### config.mk
export PLATFORM = sky130hd
export DESIGN_NAME = mfp_srec_word_coalescer
export DESIGN_NICKNAME = d
export VERILOG_FILES = /design/src/rtl/mfp_srec_word_coalescer.sv
export SDC_FILE = /design/constraint.sdc
export NUM_CORES = 1
export LEC_CHECK = 0
export BUFFER_PORTS_ARGS = -buffer_cell sky130_fd_sc_hd__buf_2
export CAP_MARGIN = 30
export CORE_MARGIN = 2
export CORE_UTILIZATION = 42
export CTS_CLUSTER_SIZE = 16
export DETAILED_ROUTE_END_ITERATION = 10
export MAX_ROUTING_LAYER = met4
export PLACE_DENSITY = 0.67
export SETUP_SLACK_MARGIN = 0.05
export SYNTH_ARGS = -nofsm -noshare
export SYNTH_HDL_FRONTEND = slang
export SYNTH_SLANG_ARGS = --single-unit
### constraint.sdc
create_clock -name HCLK -period 5.7 [get_ports HCLK]
set_clock_uncertainty 0.2 [all_clocks]
set_input_delay 1.14 -clock HCLK [delete_from_list [all_inputs] [get_ports HCLK]]
set_output_delay 1.14 -clock HCLK [all_outputs]
set_load 0.01 [all_outputs]
### src/rtl/mfp_srec_word_coalescer.sv
// Coalesces the S-record parser's byte-write stream into AHB-Lite word writes, or
// per-byte writes for partial words, through a small pending-word FIFO.
module mfp_srec_word_coalescer #(
  parameter int unsigned FIFO_DEPTH = 4
) (
  input  logic        HCLK,
  input  logic        HRESETn,
  input  logic        big_endian,
  input  logic [31:0] write_address,
  input  logic [7:0]  write_byte,
  input  logic        write_enable,
  input  logic        flush,
  input  logic        HREADY,
  output logic [31:0] HADDR,
  output logic [2:0]  HBURST,
  output logic        HMASTLOCK,
  output logic [3:0]  HPROT,
  output logic [2:0]  HSIZE,
  output logic [1:0]  HTRANS,
  output logic [31:0] HWDATA,
  output logic        HWRITE,
  output logic        busy,
  output logic        overflow
);

  localparam int unsigned PW = (FIFO_DEPTH > 1) ? $clog2(FIFO_DEPTH) : 1;

  localparam logic [1:0] ST_IDLE = 2'd0;
  localparam logic [1:0] ST_WORD = 2'd1;
  localparam logic [1:0] ST_BYTE = 2'd2;

  localparam logic [1:0] TR_IDLE   = 2'b00;
  localparam logic [1:0] TR_NONSEQ = 2'b10;

  logic [29:0] waddr_q, waddr_d;
  logic [31:0] data_q, data_d;
  logic [3:0]  mask_q, mask_d;

  logic [29:0] fifo_addr_q [FIFO_DEPTH];
  logic [31:0] fifo_data_q [FIFO_DEPTH];
  logic [3:0]  fifo_mask_q [FIFO_DEPTH];
  logic [PW-1:0] wr_ptr_q, rd_ptr_q;
  logic [PW:0]   count_q, count_d;

  logic [3:0]  done_q, done_d;
  logic [31:0] hwdata_q;
  logic        dphase_q;
  logic        overflow_q;

  logic        fifo_full, need_evict, push, pop, ovf_set;
  logic [1:0]  in_lane;
  logic [3:0]  in_bit;

  logic        head_valid;
  logic [29:0] head_addr;
  logic [31:0] head_data;
  logic [3:0]  head_mask;
  logic [1:0]  state;
  logic [3:0]  rem;
  logic [1:0]  iss_lane, byte_off;
  logic [3:0]  iss_bit;
  logic        last_byte;

  assign in_lane   = big_endian ? (2'd3 - write_address[1:0]) : write_address[1:0];
  assign in_bit    = 4'b0001 << in_lane;
  assign fifo_full = (count_q == (PW+1)'(FIFO_DEPTH));

  // A full buffer, a write to another word, or a flush forces eviction; when the FIFO
  // cannot take it the buffer stays put and the incoming byte/flush is discarded.
  always_comb begin
    need_evict = (mask_q == 4'hF) ||
                 ((mask_q != '0) && ((write_enable && (write_address[31:2] != waddr_q)) || flush));
    push    = need_evict && !fifo_full;
    ovf_set = need_evict && fifo_full && (write_enable || flush);
    waddr_d = waddr_q;
    data_d  = data_q;
    mask_d  = mask_q;
    if (push) begin
      mask_d = '0;
      if (write_enable) begin
        waddr_d = write_address[31:2];
        data_d  = '0;
        data_d[{in_lane, 3'b000} +: 8] = write_byte;
        mask_d  = in_bit;
      end
    end else if (!need_evict && write_enable) begin
      if (mask_q == '0) begin
        waddr_d = write_address[31:2];
        data_d  = '0;
      end
      data_d[{in_lane, 3'b000} +: 8] = write_byte;
      mask_d = mask_d | in_bit;
    end
  end

  assign head_valid = (count_q != '0);
  assign head_addr  = fifo_addr_q[rd_ptr_q];
  assign head_data  = fifo_data_q[rd_ptr_q];
  assign head_mask  = fifo_mask_q[rd_ptr_q];
  assign rem        = head_mask & ~done_q;

  always_comb begin
    if (!head_valid)            state = ST_IDLE;
    else if (head_mask == 4'hF) state = ST_WORD;
    else                        state = ST_BYTE;
  end

  always_comb begin
    iss_lane = 2'd0;
    if (rem[0])      iss_lane = 2'd0;
    else if (rem[1]) iss_lane = 2'd1;
    else if (rem[2]) iss_lane = 2'd2;
    else if (rem[3]) iss_lane = 2'd3;
  end

  assign iss_bit   = 4'b0001 << iss_lane;
  assign last_byte = ((rem & ~iss_bit) == '0);
  assign byte_off  = big_endian ? (2'd3 - iss_lane) : iss_lane;

  // Address phase is driven straight from the FIFO head so it holds while HREADY=0.
  always_comb begin
    HTRANS = TR_IDLE;
    HADDR  = '0;
    HSIZE  = '0;
    HWRITE = 1'b0;
    case (state)
      ST_WORD: begin
        HTRANS = TR_NONSEQ;
        HADDR  = {head_addr, 2'b00};
        HSIZE  = 3'b010;
        HWRITE = 1'b1;
      end
      ST_BYTE: begin
        HTRANS = TR_NONSEQ;
        HADDR  = {head_addr, byte_off};
        HSIZE  = 3'b000;
        HWRITE = 1'b1;
      end
      default: ;
    endcase
  end

  always_comb begin
    pop    = HREADY && ((state == ST_WORD) || ((state == ST_BYTE) && last_byte));
    done_d = done_q;
    if (HREADY && (state == ST_BYTE)) begin
      done_d = last_byte ? '0 : (done_q | iss_bit);
    end
    count_d = count_q + (PW+1)'(push) - (PW+1)'(pop);
  end

  always_ff @(posedge HCLK) begin
    if (push) begin
      fifo_addr_q[wr_ptr_q] <= waddr_q;
      fifo_data_q[wr_ptr_q] <= data_q;
      fifo_mask_q[wr_ptr_q] <= mask_q;
    end
  end

  always_ff @(posedge HCLK or negedge HRESETn) begin
    if (!HRESETn) begin
      waddr_q    <= '0;
      data_q     <= '0;
      mask_q     <= '0;
      wr_ptr_q   <= '0;
      rd_ptr_q   <= '0;
      count_q    <= '0;
      done_q     <= '0;
      hwdata_q   <= '0;
      dphase_q   <= 1'b0;
      overflow_q <= 1'b0;
    end else begin
      waddr_q    <= waddr_d;
      data_q     <= data_d;
      mask_q     <= mask_d;
      count_q    <= count_d;
      done_q     <= done_d;
      overflow_q <= overflow_q | ovf_set;
      if (push) wr_ptr_q <= wr_ptr_q + PW'(1);
      if (pop)  rd_ptr_q <= rd_ptr_q + PW'(1);
      if (HREADY) begin
        if (state != ST_IDLE) hwdata_q <= head_data;
        dphase_q <= (state != ST_IDLE);
      end
    end
  end

  assign HBURST    = 3'b000;
  assign HMASTLOCK = 1'b0;
  assign HPROT     = 4'b0011;
  assign HWDATA    = hwdata_q;
  assign overflow  = overflow_q;
  assign busy      = (mask_q != '0) || head_valid || (state != ST_IDLE) || dphase_q;

endmodule
After elaboration in Yosys (flattened, before gate mapping)
Memories as Yosys holds them, arrays and structs flattened. A register that Yosys moved wholly into a read port is not among the register bits.
Index checks and enable logic that the tools add are counted.
- eq/ne operators: 7
- shifts and indexed selects: 4
- bitwise logic cells: 8
- add/subtract/negate cells: 7
- reduce and logical (&&, ||, !) cells: 30
- muxes and demuxes: 29
- operators by type and width (cell ; count):
    32-bit 2-to-1 mux ; 6
    30-bit 2-to-1 mux ; 4
    32-bit one-hot mux with 2 select lines ; 1
    32-bit AND ; 1
    32-bit bitwise mux ; 1
    8-bit by 7-bit variable shift with 32-bit output (first input constant) ; 1
    8-bit by 7-bit variable part select with 32-bit output ; 1
    30-bit inequality test ; 1
    2-bit 2-to-1 mux ; 10
    4-bit 2-to-1 mux ; 4
    1-bit logical AND ; 9
    4-bit AND ; 2
    4-bit == test (second input constant) ; 2
    4-bit zero test ; 2
    4-bit inverter ; 2
    4-bit bitwise OR ; 2
    1-bit by 2-bit << shifter with 4-bit output (first input constant) ; 2
    1-bit logical OR ; 7
    5-bit negator with 7-bit output ; 1
    2-bit nonzero test ; 3
    2-bit by 1-bit adder with 2-bit output (second input constant) ; 2
    2-bit AND reduction ; 2
    4-bit nonzero test ; 1
    2-bit subtractor (first input constant) ; 2
    other kinds (12) ; 16
- memory bits (writable): 264
- memories: 3
- register bits: 79
- output and inout port bits: 80
- bits of input ports: 46
- word-level logic and storage cells: 97
- memory list (name ; depth ; width ; rd ports ; clocked after Yosys merged registers in ; wr ports ; RTL line ; RTL):
    fifo_data_q ; 4 ; 32 ; 1 ; 1 ; 1 ; 40 ; logic [31:0] fifo_data_q [FIFO_DEPTH];
    fifo_addr_q ; 4 ; 30 ; 1 ; 0 ; 1 ; 39 ; logic [29:0] fifo_addr_q [FIFO_DEPTH];
    fifo_mask_q ; 4 ; 4 ; 1 ; 0 ; 1 ; 41 ; logic [3:0] fifo_mask_q [FIFO_DEPTH];

Depth between registers and ports, before layout
Gate-level depths: netlist of run 1.
- depth in word-level cells: 14
- mapped depth: 14
- mapped depth without buffers: 13

Least setup slack after synthesis of run 1
OpenSTA, ideal clock, no wires.
- kind: in2reg
- start point: in write_enable
- end point: mem fifo_addr_q[0][0] (enable)
- required time: 5069 ps
- arrival time: 3789 ps
- cell stages on the path: 6
- setup time: 431 ps
- setup slack: 1280 ps
- path buffers: 2
- cell sequence: clkbuf_1 -> nor2_1 -> a211o_2 -> a21oi_1 -> buf_2 -> and2_1
- cells in the longest elaborated chain, start to end: 7
- ends and longest elaborated chain (what ; RTL line ; RTL):
    from (decl) ; 11 ; input logic write_enable,
    1-bit logical AND ; 72 ; ((mask_q != '0) && ((write_enable && (write_address[31:2] != waddr_q)) || flush));
    1-bit logical OR ; 72 ;
    1-bit logical AND ; 72 ;
    1-bit logical OR ; 71 ; need_evict = (mask_q == 4'hF) ||
    1-bit logical AND ; 73 ; push = need_evict && !fifo_full;
    1-bit 2-to-1 mux ; 153 ; if (push) begin
    1-bit 2-to-1 mux (not written as such) ; 154 ; fifo_addr_q[wr_ptr_q] <= waddr_q;
    to (decl) ; 39 ;
Every way passes these cells.

Final worst setup path of run 1
- start point: reg rd_ptr_q[1]
- end point: out HADDR[29]
- cells in the longest elaborated chain, start to end: 6
- elaborated cells between the ends (all ways): 8
- those cells by class: eq/ne (3); mux (3); memory (2)
- ends and longest elaborated chain (what ; RTL line ; RTL):
    from (decl) ; 42 ; logic [PW-1:0] wr_ptr_q, rd_ptr_q;
    from (signal assigned) ; 180 ; if (pop) rd_ptr_q <= rd_ptr_q + PW'(1);
    memory read 4 x 4 bit ; - ;
    4-bit == test ; 104 ; else if (head_mask == 4'hF) state = ST_WORD;
    2-bit 2-to-1 mux ; 104 ;
    2-bit 2-to-1 mux ; 103 ; if (!head_valid) state = ST_IDLE;
    2-bit == test / 2-bit by 1-bit == test with 1-bit output (equally long branches) ; 126 ; case (state)
    32-bit one-hot mux with 2 select lines * ; 126 ;
    to (decl) ; 14 ; output logic [31:0] HADDR,
Every way passes the cells marked *; elsewhere a longest branch is shown, timed or not.

==> impl_metrics.sql, run 1 <==
INSERT INTO impl_metrics (metric_group, metric, value, unit) VALUES
('run_status', 'status', 'complete, no violations', ''),
('pwr', 'ir_worst_vdd', '0.312', 'mV'),
('finish', 'drive_gt1_share', '33.6', '%'),
('worst_setup_path', 'reg_to_reg_start', 'waddr_q[21]', ''),
('worst_setup_path', 'endpoint_kind', 'primary output', ''),
('synth', 'synth_seq_area_share', '71.0', '%'),
('worst_setup_path', 'setup.worst_path.end', 'HADDR[29]', ''),
('placed_design', 'weighted_congestion_at_the_end_of_routability_driven_global_placement', '0.765', ''),
('clock_tree', 'cts_htree_levels', '2', ''),
('drt', 'drtPass1Iterations', '4', ''),
('timing', 'worst_pin_slew', '0.907', 'ns'),
('drt', 'm1WireLength', '12.8', 'mm'),
('synth', 'post_synth_inst_count', '820', ''),
('worst_setup_path', 'timing.reg2reg.worst_path_depth', '13', ''),
('finish', 'fillCellCount', '2962', ''),
('timing', 'max_freq', '245', 'MHz'),
('timing', 'finalHoldViolations', '0', ''),
('clock_tree', 'cts_made_buffers', '38', ''),
('drt', 'postRouteWirelength', '28.8', 'mm'),
('timing', 'setup_total_negative_slack', '0', 'ns'),
('pwr', 'power_switching', '2.85', 'mW'),
('worst_setup_path', 'ff2ff_setup_slack', '2.02', 'ns'),
('pwr', 'power.combinational.fraction', '30.2', '%'),
('finish', 'finish.utilization', '49.1', '%'),
('pwr', 'part_of_the_power_in_the_clock_network', '25.3', '%'),
('job', 'timing.max_cap.violations', '0', ''),
('timing', 'min_period_over_period', '71.5', '%'),
('worst_setup_path', 'crit_required', '4.36', 'ns'),
('placed_design', 'dp_hpwl', '18.2', 'mm'),
('finish', 'layout.nets', '1019', ''),
('worst_setup_path', 'timing.setup.critical_path_class', 'reg -> out', ''),
('placed_design', 'numPortBuffers', '114', ''),
('synth', 'postSynthRegisterBits', '375', ''),
('pwr', 'static-leakage-power', '6.41', 'nW'),
('synth', 'synth-edff-count', '264', ''),
('clock_tree', 'ctsLongestPathBuffers', '3', ''),
('die', 'rows', '69', ''),
('synth', 'ys_dominant_reg_cell', 'sky130_fd_sc_hd__edfxtp_1', ''),
('worst_setup_path', 'startpoint', 'rd_ptr_q[1]', ''),
('pwr', 'power_density', '545', 'mW/mm^2'),
('worst_hold_path', 'min_path_type', 'reg -> reg', ''),
('drt', 'met3_wirelength', '1.72', 'mm'),
('finish', 'layout-area-overhead-vs-synth', '15.6', '%'),
('global_route', 'grt.overflow.total', '0', ''),
('finish', 'layout.cells.most_common_list', '264 x sky130_fd_sc_hd__edfxtp_1, 113 x sky130_fd_sc_hd__buf_2, 109 x sky130_fd_sc_hd__dfrtp_1', ''),
('timing', 'fin_crit', '4.08', 'ns'),
('worst_setup_path', 'critPathArrivalTime', '2.74', 'ns'),
('pwr', 'netSwitchingFraction', '30.1', '%'),
('drt', 'routed_wire_length_per_instance', '19.9', 'um'),
('pwr', 'p_seq_share', '44.6', '%'),
('global_route', 'grt_start_max_net_pins', '56', ''),
('worst_setup_path', 'worstPathMaxFanout', '40', ''),
('worst_setup_path', 'critPathLaunchType', 'flip-flop', ''),
('drt', 'drt_first_iter_violations', '406', ''),
('synth', 'synth_area', '0.0151', 'sq mm'),
('drt', 'met2WireLength', '13.8', 'mm'),
('drt', 'avgViaCountPerCell', '5.17', ''),
('timing', 'rsz0062_at_grt', 'false', ''),
('clock_tree', 'cts_root_buffer', 'sky130_fd_sc_hd__clkbuf_16', ''),
('drt', 'drc', '0', ''),
('synth', 'async_reset_ff_share', '29.6', '%'),
('drt', 'vias', '7492', ''),
('synth', 'post_synth_num_cell_types', '51', ''),
('die', 'die_height', '193', 'um'),
('clock_tree', 'cts_num_sinks', '375', ''),
('die', 'floorplan.core_area', '0.0355', 'sq mm'),
('global_route', 'globalRouteTotalUtil', '16.2', '%'),
('die', 'io-pin-count', '126', ''),
('timing', 'finalMaxSlewViolations', '0', ''),
('clock_tree', 'clk_latency', '0.52', 'ns'),
('global_route', 'via_count_of_the_first_global_routing_pass', '7818', '');
[cell type report]
cell class / instances / area [sq um] / area share [%]
diodes: 1 / 2.50 / 0.0144
clock buffers: 53 / 1080 / 6.20
clock inverters: 15 / 130 / 0.747
inverters: 33 / 124 / 0.711
multi-input cells: 379 / 4050 / 23.2
flip-flops and latches: 375 / 10700 / 61.5
well taps: 461 / 577 / 3.31
repair buffers: 131 / 751 / 4.31
[cell usage after synthesis, types with 9 or more instances]
cell type / n / area (sq um)
sky130_fd_sc_hd__mux2_2: 62 / 698
sky130_fd_sc_hd__nand2_1: 40 / 150
sky130_fd_sc_hd__and2_1: 36 / 225
sky130_fd_sc_hd__edfxtp_1: 264 / 7930
sky130_fd_sc_hd__ha_1: 14 / 175
sky130_fd_sc_hd__mux2i_1: 24 / 240
sky130_fd_sc_hd__a22o_1: 9 / 78.8
sky130_fd_sc_hd__mux4_2: 66 / 1490
sky130_fd_sc_hd__buf_4: 13 / 97.6
sky130_fd_sc_hd__clkbuf_1: 9 / 33.8
sky130_fd_sc_hd__dfrtp_1: 111 / 2780
sky130_fd_sc_hd__xnor2_1: 32 / 280
sky130_fd_sc_hd__inv_1: 33 / 124
[critical path: stages, from the launching register on]
cell                      delay (ns)
sky130_fd_sc_hd__dfrtp_2        0.83
sky130_fd_sc_hd__buf_4          0.64
sky130_fd_sc_hd__mux4_2         0.39
sky130_fd_sc_hd__and2_1         0.19
sky130_fd_sc_hd__buf_2          0.14
[sequential cells by signal, summed over array words and instances (netlist names)]
signal / cells
dphase_q: 1
waddr_q: 30
data_q: 32
count_q: 3
done_q: 4
mask_q: 4
overflow: 1
fifo_addr_q: 120
fifo_mask_q: 16
wr_ptr_q: 2
fifo_data_q: 128
HWDATA: 32
rd_ptr_q: 2
[how the worst min path moves through the flow]
stage	start	endpoint	depth (start not counted)
6_report	overflow	overflow	1
5_1_grt	overflow	overflow	1
4_1_cts	overflow	overflow	1
3_5_place_dp	overflow	overflow	1
3_3_place_gp	overflow	overflow	1
2_1_floorplan	done_q[0]	done_q[0]	1
[per-stage QoR]
stage | cells | hold slack [ns] | setup slack [ns] | cell area, sq um | power [mW]
5_1_grt | 1448 | 0.293 | 1.49 | 17400 | 10.0
4_1_cts | 1447 | 0.271 | 1.49 | 17400 | 9.66
6_report | 1448 | 0.269 | 1.62 | 17400 | 9.49
3_3_place_gp | 1379 | 0.248 | 1.33 | 16200 | 7.18
3_5_place_dp | 1379 | 0.249 | 1.25 | 16200 | 7.24
2_1_floorplan | 829 | 0.242 | 1.28 | 15100 | 6.20
[cell families after synthesis]
kind of cell    synth area share, %
compound gates                 2.37
simple gates                   4.38
flops                          71.0
mux                            16.2
xor+xnor                       2.27
buf+inv                        2.41
fa+ha+maj                      1.36
other cells                  0.0498
[layer usage]
layer / vias to the layer above / track usage (%)
met4: 0 / 3.99
li1: 3383 / -
met2: 207 / 25.2
met3: 39 / 3.31
met5: - / -
met1: 3863 / 22.0
[power groups by stage]
stage	clock, mW	sequential (mW)	combinational [mW]
CTS	2.46	4.25	2.96
floorplan	0	4.22	1.98
finish	2.40	4.23	2.86
global placement	0	4.26	2.92
detailed placement	0	4.30	2.94
global route	2.58	4.32	3.14
Note: power is estimated with default switching activity, not from simulation.
==> run 2: changes to the inputs <==
==> constraint.sdc (replaced) <==
create_clock -name HCLK -period 4 [get_ports HCLK]
set_clock_uncertainty 0.2 [all_clocks]
set_input_delay 0.8 -clock HCLK [delete_from_list [all_inputs] [get_ports HCLK]]
set_output_delay 0.8 -clock HCLK [all_outputs]
set_load 0.01 [all_outputs]
==> run 2 against run 1 <==
  * First-iteration DRC count decreased by 6.2%
  * Sequential power rose by 41%
  * Flip-flop and latch count stayed put
  * Critical path type unchanged
  * Critical endpoint is now HADDR[3]
  * Highest routed layer unchanged
==> impl_metrics.sql, run 2 (same netlist as run 1, synthesis figures left out) <==
INSERT INTO impl_metrics (metric_group, metric, value, unit) VALUES
('placed_design', 'dp_hpwl', '18.3', 'mm'),
('drt', 'avgViaCountPerCell', '5.20', ''),
('pwr', 'power_density', '783', 'mW/mm^2'),
('finish', 'layout_commonest_cell', 'sky130_fd_sc_hd__edfxtp_1', ''),
('worst_setup_path', 'critPathLaunchType', 'flip-flop', ''),
('timing', 'timing.hold.ws', '0.159', 'ns'),
('die', 'floorplan.core_area', '0.0355', 'sq mm'),
('global_route', 'grt.overflow.total', '0', ''),
('worst_setup_path', 'critPathArrivalTime', '2.53', 'ns'),
('die', 'die_height', '193', 'um'),
('worst_setup_path', 'worstPathMaxFanout', '32', ''),
('job', 'timing.max_cap.violations', '0', ''),
('drt', 'vias', '7581', ''),
('timing', 'worst_pin_slew', '0.806', 'ns'),
('finish', 'max_reg_flops', '128', ''),
('die', 'rows', '69', ''),
('die', 'io-pin-count', '126', ''),
('clock_tree', 'cts_htree_levels', '2', ''),
('finish', 'layout.cells.most_common_list', '264 x sky130_fd_sc_hd__edfxtp_1, 113 x sky130_fd_sc_hd__buf_2, 109 x sky130_fd_sc_hd__dfrtp_1', ''),
('clock_tree', 'clk_latency', '0.52', 'ns'),
('clock_tree', 'number_of_buffers_inserted_for_hold_repair_after_clock_tree_synthesis', '0', ''),
('clock_tree', 'cts_num_sinks', '375', ''),
('worst_setup_path', 'endpoint_kind', 'primary output', ''),
('finish', 'largest_register', 'fifo_data_q', ''),
('die', 'die_x', '193', 'um'),
('clock_tree', 'ctsLongestPathBuffers', '3', ''),
('clock_tree', 'cts_setup_buffers', '0', ''),
('worst_setup_path', 'cp_cell_sequence', 'buf_4 > mux4_2 > and2_1 > buf_2', ''),
('timing', 'rsz0062_at_grt', 'false', ''),
('clock_tree', 'ctsResizeCount', '0', ''),
('drt', 'postRouteWirelength', '29.9', 'mm'),
('timing', 'finalHoldViolations', '0', ''),
('finish', 'layout-area-overhead-vs-synth', '16.2', '%'),
('drt', 'drtPass1Iterations', '4', ''),
('drt', 'drt_first_iter_violations', '381', ''),
('timing', 'max_freq', '283', 'MHz'),
('global_route', 'grt_first_pass_wirelength', '47.0', 'mm'),
('drt', 'drc', '0', ''),
('clock_tree', 'cts_made_buffers', '39', ''),
('timing', 'setup_total_negative_slack', '0', 'ns'),
('timing', 'setup-violations-final', '0', ''),
('finish', 'layout_top_registers', 'fifo_data_q: 128 flops, fifo_addr_q: 120 flops', ''),
('timing', 'min_period_over_period', '88.3', '%'),
('worst_setup_path', 'crit_family', 'buffers and inverters', ''),
('timing', 'slew-limit-headroom', '46.3', '%'),
('timing', 'fin_crit', '3.53', 'ns'),
('worst_setup_path', 'cp_num_buf_inv', '2', ''),
('run_status', 'status', 'complete, no violations', ''),
('worst_setup_path', 'crit_path_max_delay_cell_type', 'sky130_fd_sc_hd__mux4_2', ''),
('die', 'dieArea', '0.0374', 'sq mm'),
('global_route', 'via_count_of_the_first_global_routing_pass', '8058', ''),
('worst_hold_path', 'min_path_type', 'in -> async', ''),
('global_route', 'grt_start_max_net_pins', '54', ''),
('drt', 'routed_wire_length_per_instance', '20.5', 'um'),
('clock_tree', 'tritoncts_clock_tree', 'yes', ''),
('drt', 'antenna_left', '0', ''),
('placed_design', 'weighted_congestion_at_the_end_of_routability_driven_global_placement', '0.781', ''),
('clock_tree', 'clk_pin_slew', '0.06', 'ns'),
('timing', 'finalMaxSlewViolations', '0', ''),
('pwr', 'ir_worst_vdd', '0.418', 'mV'),
('worst_setup_path', 'crit_required', '3.00', 'ns'),
('pwr', 'static-leakage-power', '6.50', 'nW'),
('die', 'initial_core_util', '42.5', '%'),
('clock_tree', 'cts_root_buffer', 'sky130_fd_sc_hd__clkbuf_16', ''),
('finish', 'fillCellCount', '2957', ''),
('global_route', 'globalRouteTotalUtil', '16.7', '%'),
('worst_setup_path', 'slowest_delay', '0.59', 'ns'),
('finish', 'layout.nets', '1027', ''),
('worst_setup_path', 'timing.setup.critical_path_class', 'reg -> out', ''),
('placed_design', 'numPortBuffers', '114', ''),
('finish', 'drive_gt1_share', '34.5', '%'),
('global_route', 'grt_antenna_before_repair', '2', '');
==> run 2: cell count changes in the layout (fill, tap and decap cells not counted), moves of 2 or more <==
cell	before	now
sky130_fd_sc_hd__clkinvlp_4	4	1
sky130_fd_sc_hd__buf_4	14	23
sky130_fd_sc_hd__clkbuf_8	1	7
sky130_fd_sc_hd__clkinv_1	4	2
sky130_fd_sc_hd__buf_12	4	2
sky130_fd_sc_hd__clkinv_2	5	7
==> run 2: final cells by class <==
class,count,area [sq um],area share [%]
Sequential cell,375,10700,61.1
Multi-Input combinational cell,379,4050,23.1
Clock buffer,58,1160,6.62
Timing Repair Buffer,138,778,4.44
Tap cell,461,577,3.29
Inverter,33,124,0.707
Clock inverter,13,119,0.678
Antenna cell,2,5.00,0.0286
==> run 2: metrics by stage <==
stage	cell area (sq um)	util [%]	instances	power, mW	setup slack [ns]
floorplan	15100	-	829	8.81	0.326
global placement	16200	45.8	1386	10.2	0.352
detailed placement	16200	45.8	1386	10.3	0.344
CTS	17500	49.4	1457	13.9	0.369
global route	17500	49.4	1459	14.5	0.268
finish	17500	49.4	1459	13.7	0.467
==> run 2: layer usage <==
| layer | vias to the layer above | track usage [%] | routed length [um] | part of all wire, % |
|---|---|---|---|---|
| li1 | 3411 | - | - | - |
| met1 | 3941 | 22.6 | 13600 | 46 |
| met2 | 188 | 26.1 | 14200 | 48 |
| met3 | 41 | 3.45 | 1430 | 4.8 |
| met4 | 0 | 4.18 | 587 | 2.0 |
| met5 | - | - | 0 | 0 |
==> run 2: path summary, 6_finish.rpt <==
path / start / end / slack, ns / cells after the start
max: rd_ptr_q[0] / HADDR[3] / 0.47 / 4
max in group asynchronous: HRESETn / done_q[0] / 2.62 / 2
min: HRESETn / HWDATA[24] / 0.16 / 1
min in group HCLK: overflow / overflow / 0.27 / 1
max reg2reg: rd_ptr_q[0] / count_q[2] / 0.54 / 11
min reg2reg: overflow / overflow / 0.27 / 1
==> run 2: where the power goes <==
part / switching [mW] / total [mW] / internal [mW]
Sequential: 0.483 / 5.98 / 5.50
Clock: 1.42 / 3.56 / 2.14
Combinational: 2.23 / 4.18 / 1.95
